===== config.mk =====
export PLATFORM = sky130hd
export DESIGN_NAME = plic_axi_arbiter
export DESIGN_NICKNAME = d
export VERILOG_FILES = /design/src/rtl/plic_axi_arbiter.sv
export SDC_FILE = /design/constraint.sdc
export NUM_CORES = 1
export LEC_CHECK = 0
export BUFFER_PORTS_ARGS = -buffer_cell sky130_fd_sc_hd__buf_2
export CAP_MARGIN = 20
export CORE_AREA = 2 2 205 207
export CTS_CLUSTER_SIZE = 8
export DETAILED_ROUTE_END_ITERATION = 10
export DIE_AREA = 0 0 207 209
export PLACE_DENSITY = 0.3
export SLEW_MARGIN = 20
export SYNTH_ARGS = -nofsm -noshare
export SYNTH_HDL_FRONTEND = slang
export SYNTH_SLANG_ARGS = --single-unit
export TNS_END_PERCENT = 1

===== constraint.sdc =====
create_clock -name PCLK -period 3.9 [get_ports PCLK]
set_input_delay 0.78 -clock PCLK [delete_from_list [all_inputs] [get_ports PCLK]]
set_output_delay 0.78 -clock PCLK [all_outputs]
set_load 0.02 [all_outputs]

===== src/rtl/plic_axi_arbiter.sv =====
// plic_axi_arbiter
//   Two-master to one-slave AXI4 arbiter in front of the PLIC register port.
//   Read and write channels are arbitrated independently, each by its own
//   FSM; a grant is held for the whole burst (read) or until the write
//   response is accepted (write).
//
// Configuration macro:
//   PLIC_ARB_FIXED_PRIO_EN - when defined, master 0 always wins simultaneous
//                            requests and no round-robin pointers exist.
//                            Default (undefined): per-channel round-robin.
//
// Ports:
//   PCLK, PRESET            clock, asynchronous active-high reset
//   m_ar*/m_r*              two AXI4 read masters, master 0 in the low slice
//   m_aw*/m_w*/m_b*         two AXI4 write masters, master 0 in the low slice
//   s_ar*/s_r*              read channels toward the PLIC slave port
//   s_aw*/s_w*/s_b*         write channels toward the PLIC slave port
//   r_gnt, w_gnt            one-hot current read / write owner, 0 when idle
module plic_axi_arbiter #(
  parameter int ADDR_BITS = 32,
  parameter int DATA_BITS = 32,
  parameter int LEN_BITS  = 8
) (
  input  logic                       PCLK,
  input  logic                       PRESET,
  // master read address
  input  logic [2*ADDR_BITS-1:0]     m_araddr,
  input  logic [5:0]                 m_arsize,
  input  logic [2*LEN_BITS-1:0]      m_arlen,
  input  logic [3:0]                 m_arburst,
  input  logic [1:0]                 m_arvalid,
  output logic [1:0]                 m_arready,
  // master read data
  output logic [2*DATA_BITS-1:0]     m_rdata,
  output logic [3:0]                 m_rresp,
  output logic [1:0]                 m_rvalid,
  output logic [1:0]                 m_rlast,
  input  logic [1:0]                 m_rready,
  // master write address
  input  logic [2*ADDR_BITS-1:0]     m_awaddr,
  input  logic [5:0]                 m_awsize,
  input  logic [2*LEN_BITS-1:0]      m_awlen,
  input  logic [3:0]                 m_awburst,
  input  logic [1:0]                 m_awvalid,
  output logic [1:0]                 m_awready,
  // master write data
  input  logic [2*DATA_BITS-1:0]     m_wdata,
  input  logic [2*(DATA_BITS/8)-1:0] m_wstrb,
  input  logic [1:0]                 m_wlast,
  input  logic [1:0]                 m_wvalid,
  output logic [1:0]                 m_wready,
  // master write response
  output logic [3:0]                 m_bresp,
  output logic [1:0]                 m_bvalid,
  input  logic [1:0]                 m_bready,
  // slave read address
  output logic [ADDR_BITS-1:0]       s_araddr,
  output logic [2:0]                 s_arsize,
  output logic [LEN_BITS-1:0]        s_arlen,
  output logic [1:0]                 s_arburst,
  output logic                       s_arvalid,
  input  logic                       s_arready,
  // slave read data
  input  logic [DATA_BITS-1:0]       s_rdata,
  input  logic [1:0]                 s_rresp,
  input  logic                       s_rvalid,
  input  logic                       s_rlast,
  output logic                       s_rready,
  // slave write address
  output logic [ADDR_BITS-1:0]       s_awaddr,
  output logic [2:0]                 s_awsize,
  output logic [LEN_BITS-1:0]        s_awlen,
  output logic [1:0]                 s_awburst,
  output logic                       s_awvalid,
  input  logic                       s_awready,
  // slave write data
  output logic [DATA_BITS-1:0]       s_wdata,
  output logic [DATA_BITS/8-1:0]     s_wstrb,
  output logic                       s_wlast,
  output logic                       s_wvalid,
  input  logic                       s_wready,
  // slave write response
  input  logic [1:0]                 s_bresp,
  input  logic                       s_bvalid,
  output logic                       s_bready,
  // grants
  output logic [1:0]                 r_gnt,
  output logic [1:0]                 w_gnt
);

  localparam int STRB_BITS = DATA_BITS / 8;

  typedef enum logic [1:0] {R_IDLE, R_ADDR, R_DATA} r_state_t;
  typedef enum logic [1:0] {W_IDLE, W_ADDR, W_DATA, W_RESP} w_state_t;

  r_state_t            r_state, r_state_nxt;
  w_state_t            w_state, w_state_nxt;
  logic [1:0]          r_gnt_nxt, w_gnt_nxt;
  logic [LEN_BITS-1:0] r_cnt, r_cnt_nxt;
  logic [1:0]          r_win, w_win;
  logic                r_own, w_own;

  // Grants are one-hot, so bit 1 doubles as the owner index.
  assign r_own = r_gnt[1];
  assign w_own = w_gnt[1];

`ifdef PLIC_ARB_FIXED_PRIO_EN
  assign r_win = m_arvalid[0] ? 2'b01 : {m_arvalid[1], 1'b0};
  assign w_win = m_awvalid[0] ? 2'b01 : {m_awvalid[1], 1'b0};
`else
  // Pointer holds the index of the master favoured on a tie: the one after
  // the last owner. It only moves when a burst/response completes.
  logic r_ptr, w_ptr;

  assign r_win = (&m_arvalid) ? (r_ptr ? 2'b10 : 2'b01) : m_arvalid;
  assign w_win = (&m_awvalid) ? (w_ptr ? 2'b10 : 2'b01) : m_awvalid;

  always_ff @(posedge PCLK or posedge PRESET) begin
    if (PRESET) begin
      r_ptr <= 1'b0;
      w_ptr <= 1'b0;
    end else begin
      if (r_state == R_DATA && s_rvalid && s_rready && r_cnt == '0)
        r_ptr <= ~r_own;
      if (w_state == W_RESP && s_bvalid && s_bready)
        w_ptr <= ~w_own;
    end
  end
`endif

  // State registers
  always_ff @(posedge PCLK or posedge PRESET) begin
    if (PRESET) begin
      r_state <= R_IDLE;
      w_state <= W_IDLE;
      r_gnt   <= 2'b00;
      w_gnt   <= 2'b00;
      r_cnt   <= '0;
    end else begin
      r_state <= r_state_nxt;
      w_state <= w_state_nxt;
      r_gnt   <= r_gnt_nxt;
      w_gnt   <= w_gnt_nxt;
      r_cnt   <= r_cnt_nxt;
    end
  end

  // Read FSM next state
  always_comb begin
    r_state_nxt = r_state;
    r_gnt_nxt   = r_gnt;
    r_cnt_nxt   = r_cnt;
    case (r_state)
      R_IDLE: if (|m_arvalid) begin
        r_gnt_nxt   = r_win;
        r_state_nxt = R_ADDR;
      end
      R_ADDR: if (s_arvalid && s_arready) begin
        r_cnt_nxt   = s_arlen;
        r_state_nxt = R_DATA;
      end
      R_DATA: if (s_rvalid && s_rready) begin
        if (r_cnt == '0) begin
          r_gnt_nxt   = 2'b00;
          r_state_nxt = R_IDLE;
        end else begin
          r_cnt_nxt = r_cnt - 1'b1;
        end
      end
      default: begin
        r_gnt_nxt   = 2'b00;
        r_state_nxt = R_IDLE;
      end
    endcase
  end

  // Write FSM next state
  always_comb begin
    w_state_nxt = w_state;
    w_gnt_nxt   = w_gnt;
    case (w_state)
      W_IDLE: if (|m_awvalid) begin
        w_gnt_nxt   = w_win;
        w_state_nxt = W_ADDR;
      end
      W_ADDR: if (s_awvalid && s_awready) w_state_nxt = W_DATA;
      W_DATA: if (s_wvalid && s_wready && s_wlast) w_state_nxt = W_RESP;
      W_RESP: if (s_bvalid && s_bready) begin
        w_gnt_nxt   = 2'b00;
        w_state_nxt = W_IDLE;
      end
      default: begin
        w_gnt_nxt   = 2'b00;
        w_state_nxt = W_IDLE;
      end
    endcase
  end

  // Per-phase owner masks: zero outside the phase, so every handshake
  // signal and every non-owner output is forced low.
  logic [1:0] ar_sel, r_sel, aw_sel, wd_sel, b_sel;
  assign ar_sel = (r_state == R_ADDR) ? r_gnt : 2'b00;
  assign r_sel  = (r_state == R_DATA) ? r_gnt : 2'b00;
  assign aw_sel = (w_state == W_ADDR) ? w_gnt : 2'b00;
  assign wd_sel = (w_state == W_DATA) ? w_gnt : 2'b00;
  assign b_sel  = (w_state == W_RESP) ? w_gnt : 2'b00;

  // Slave-side payload muxes
  assign s_araddr  = r_own ? m_araddr[ADDR_BITS +: ADDR_BITS] : m_araddr[0 +: ADDR_BITS];
  assign s_arsize  = r_own ? m_arsize[5:3]                    : m_arsize[2:0];
  assign s_arlen   = r_own ? m_arlen[LEN_BITS +: LEN_BITS]    : m_arlen[0 +: LEN_BITS];
  assign s_arburst = r_own ? m_arburst[3:2]                   : m_arburst[1:0];
  assign s_awaddr  = w_own ? m_awaddr[ADDR_BITS +: ADDR_BITS] : m_awaddr[0 +: ADDR_BITS];
  assign s_awsize  = w_own ? m_awsize[5:3]                    : m_awsize[2:0];
  assign s_awlen   = w_own ? m_awlen[LEN_BITS +: LEN_BITS]    : m_awlen[0 +: LEN_BITS];
  assign s_awburst = w_own ? m_awburst[3:2]                   : m_awburst[1:0];
  assign s_wdata   = w_own ? m_wdata[DATA_BITS +: DATA_BITS]  : m_wdata[0 +: DATA_BITS];
  assign s_wstrb   = w_own ? m_wstrb[STRB_BITS +: STRB_BITS]  : m_wstrb[0 +: STRB_BITS];
  assign s_wlast   = w_own ? m_wlast[1]                       : m_wlast[0];

  // Handshakes
  assign s_arvalid = |(ar_sel & m_arvalid);
  assign m_arready = ar_sel & {2{s_arready}};
  assign s_rready  = |(r_sel & m_rready);
  assign s_awvalid = |(aw_sel & m_awvalid);
  assign m_awready = aw_sel & {2{s_awready}};
  assign s_wvalid  = |(wd_sel & m_wvalid);
  assign m_wready  = wd_sel & {2{s_wready}};
  assign s_bready  = |(b_sel & m_bready);

  // Master-side return paths
  assign m_rvalid = r_sel & {2{s_rvalid}};
  assign m_rlast  = r_sel & {2{s_rlast}};
  assign m_rdata  = {{DATA_BITS{r_sel[1]}}, {DATA_BITS{r_sel[0]}}} & {2{s_rdata}};
  assign m_rresp  = {{2{r_sel[1]}}, {2{r_sel[0]}}} & {2{s_rresp}};
  assign m_bvalid = b_sel & {2{s_bvalid}};
  assign m_bresp  = {{2{b_sel[1]}}, {2{b_sel[0]}}} & {2{s_bresp}};

endmodule


==> summary.md <==
| Metric | Value |
|---|---|
| Status | `complete, no violations` |
| Iter 0 DRT Violations | `about 140` |
| Post_cts resized | `0` |
| Starting Density | `about 8%` |
| Die area | `43300 um2` |
| Cts hold-fix bufs | `0` |
| Relative slew margins | `around two fifths` |
| Num CTS Buffers | `3` |
| # DRC | `0` |
| Multi-input gate area | `2680 um2` |
| Final Core Density | `around 16%` |
| Synth Warn # | `0` |
| PwrDens | `491 nW/um2` |
| H-Tree Level Count | `1` |
| Largest family of logic cells by synthesized area | `multiplexers` |
| Tcrit/Tclk final | `72.0%` |
| Clock transition at path regs | `0.06 ns` |
| Post-synthesis compound-gate area fraction | `under 10%` |
| Avg Synthesized Cell Area | `8.69 um2` |
| Asr flop ratio synth | `100%` |
| Worst path slowest cell | `nor2b_4` |
| Net Count, Synth | `695` |
| Chip Height | `209 um` |
| Part of the Yosys area used for sequential elements | `between 10% and 20%` |
| Design area | `6660 um2` |
| Max VDD drop | `about 140 uV` |
| Detail Route Antenna Nets | `0` |
| Initial antenna violation count | `3` |
| Final WL | `roughly 23 mm` |
| Delay-heaviest family, CP | `simple AND/OR/NAND/NOR gates` |
| DR pass1 iterations | `4` |
| FP Rows | `75` |
| Synth Area in XOR/XNOR | `0%` |
| Max-cap violations | `0` |
| Routability cong. | `around 0.74` |
| DP Worst Slack | `1.33 ns` |
| Final setup viols | `0` |
| Global-route wire length before repair | `32.9 mm` |
| CTS tree | `yes` |
| Synth cell types | `42` |
| Global route overflow | `0` |
| Minimum period implied by the final worst setup slack | `approximately 2.8 ns` |
| Worst path cell trace | `nor2b_4, buf_4, and3_1, buf_2` |
| Fill cells | `4802` |
| CTS Buffer Depth | `2` |
| Critical Path Start Type | `flip-flop` |
| Min-delay worst type | `reg -> reg` |
| Core Area | `around 41000 um2` |
| CP Capture Type | `output pin` |
| Max Clock Skew | `0.00197 ns` |
| PortBufs | `527` |
| IO Pins | `about 530` |
| EDFF count, synth | `0` |
| Die X | `between 200 and 250 um` |
| Clock latency at the later pin of the worst-skew pair | `0.26 ns` |
| Syn Std Cell Area | `3310 um2` |
| Post-route setup TNS | `0 ns` |
| Vias in the first global route | `5222` |
| CP required | `3.12 ns` |
| Slew Limit Fails | `0` |
| WL/cell | `16.2 um` |
| Final hold vios | `0` |
| Most frequent cells in the layout | `buf_2 (527), mux2_2 (128), and3_1 (84)` |
| Root buffer cell | `clkbuf_16` |
| Top_reg_cell synth | `dfrtp_1` |
| Tightest Pin Transition | `0.880 ns` |
| Sequential Area | `455 um2` |
| Leading cell type in the layout, fill and taps excluded | `buf_2` |
| Gate Count Post-Synth | `between 300 and 400` |
| P_leak | `3.80 nW` |
| Simple-gate area share of the yosys netlist | `24.6%` |
| Crit path largest cell delay | `slightly below 0.6 ns` |
| CP Buf/Inv Count | `2` |
| Max FO, Critical Path | `32` |
| Via count | `5045` |
| CP Data Arrival Time | `2.03 ns` |
| Largest net degree at the start of global routing | `46` |
| Yosys reg bits | `18` |
| Share of cells above drive strength 1 | `76.1%` |
| Highest Clock Rate | `356 MHz` |
| Post-synthesis mux area share | `44.8%` |
| Crit path kind | `reg -> out` |
| Area grow syn2layout | `101%` |
| GRT Total Usage | `between 10% and 20%` |
| Vias per Instance | `3.54` |
| Placed Area | `6560 um2` |
| Fin nets | `~1200` |
| Clk sinks | `18` |
| Post-CTS setup buffers | `0` |
| RSZ-0062 raised after global routing | `false` |
| Adder-Cell Fraction of Synth Area | `2.27%` |
| Hpwl dp | `20.5 mm` |
| Worst setup margin | `1.09 ns` |
==> kinds of logic after synthesis <==
logic type | count (synthesis)
multiplexers | 132
buffers and inverters | 47
AND/OR/NAND/NOR | 136
adder cells (fa/ha/maj) | 6
AO/OA/AOI/OAI | 42
flip-flops | 18
==> metal layers <==
metal	wire length, um	global-route usage (%)	share of wire, %	vias up
met4	812	4.26	3.5	0
met2	12700	20.1	55	303
met5	0	0	0	-
li1	-	-	-	2435
met3	1790	2.42	7.7	21
met1	7750	9.62	34	2286
==> flip-flops by register name, summed over array words and instances (netlist names) <==
signal / cells
r_cnt: 8
r_state: 2
w_ptr: 1
w_gnt: 2
r_gnt: 2
w_state: 2
r_ptr: 1
==> cells in the mapped netlist (5+ instances only) <==
| cell | instances | share of area [%] |
|---|---|---|
| a21oi_1 | 7 | 1.1 |
| a22oi_1 | 5 | 1.1 |
| and3_1 | 84 | 16 |
| buf_2 | 8 | 1.2 |
| clkbuf_1 | 26 | 2.9 |
| dfrtp_1 | 18 | 14 |
| ha_1 | 6 | 2.3 |
| inv_1 | 11 | 1.2 |
| mux2_2 | 128 | 44 |
| nand2_1 | 9 | 1.0 |
| nor2_1 | 7 | 0.79 |
| nor2b_1 | 5 | 0.94 |
| nor3_1 | 8 | 1.2 |
| o211ai_1 | 6 | 1.4 |
| o21ai_0 | 5 | 0.76 |
==> where the power goes <==
part,switching (W),internal [W]
Clock,0.0000874,0.000157
Sequential,0.000222,0.000278
Combinational,0.00144,0.00109
==> layout make-up <==
type                       count  area share, %
antenna                        3          0.113
clock buffer                   4           1.33
inverter                      11          0.620
multi-input combinational    316           40.2
sequential                    18           6.84
tap                          539           10.1
timing repair buffer         534           40.8
==> path summary, 6_finish.rpt <==
check | to | cells after the start | slack, ns | from
setup / recovery | m_rdata[15] | 4 | 1.09 | r_state[1]
hold / removal | r_state[0] | 1 | 0.58 | r_state[1]
setup reg to reg | w_state[1] | 5 | 1.66 | w_gnt[1]
hold reg to reg | r_state[0] | 1 | 0.58 | r_state[1]
max in group asynchronous | w_gnt[1] | 2 | 2.57 | PRESET
min in group asynchronous | w_gnt[0] | 2 | 0.70 | PRESET
==> through the flow <==
| stage | total power, W | hold slack [ns] | instances |
|---|---|---|---|
| floorplan | 0.00213 | 0.502 | 381 |
| global placement | 0.00310 | 0.560 | 1418 |
| detailed placement | 0.00308 | 0.568 | 1418 |
| CTS | 0.00335 | 0.579 | 1422 |
| global route | 0.00353 | 0.635 | 1425 |
| finish | 0.00327 | 0.576 | 1425 |
No activity file was read; power rests on OpenSTA's default activity.
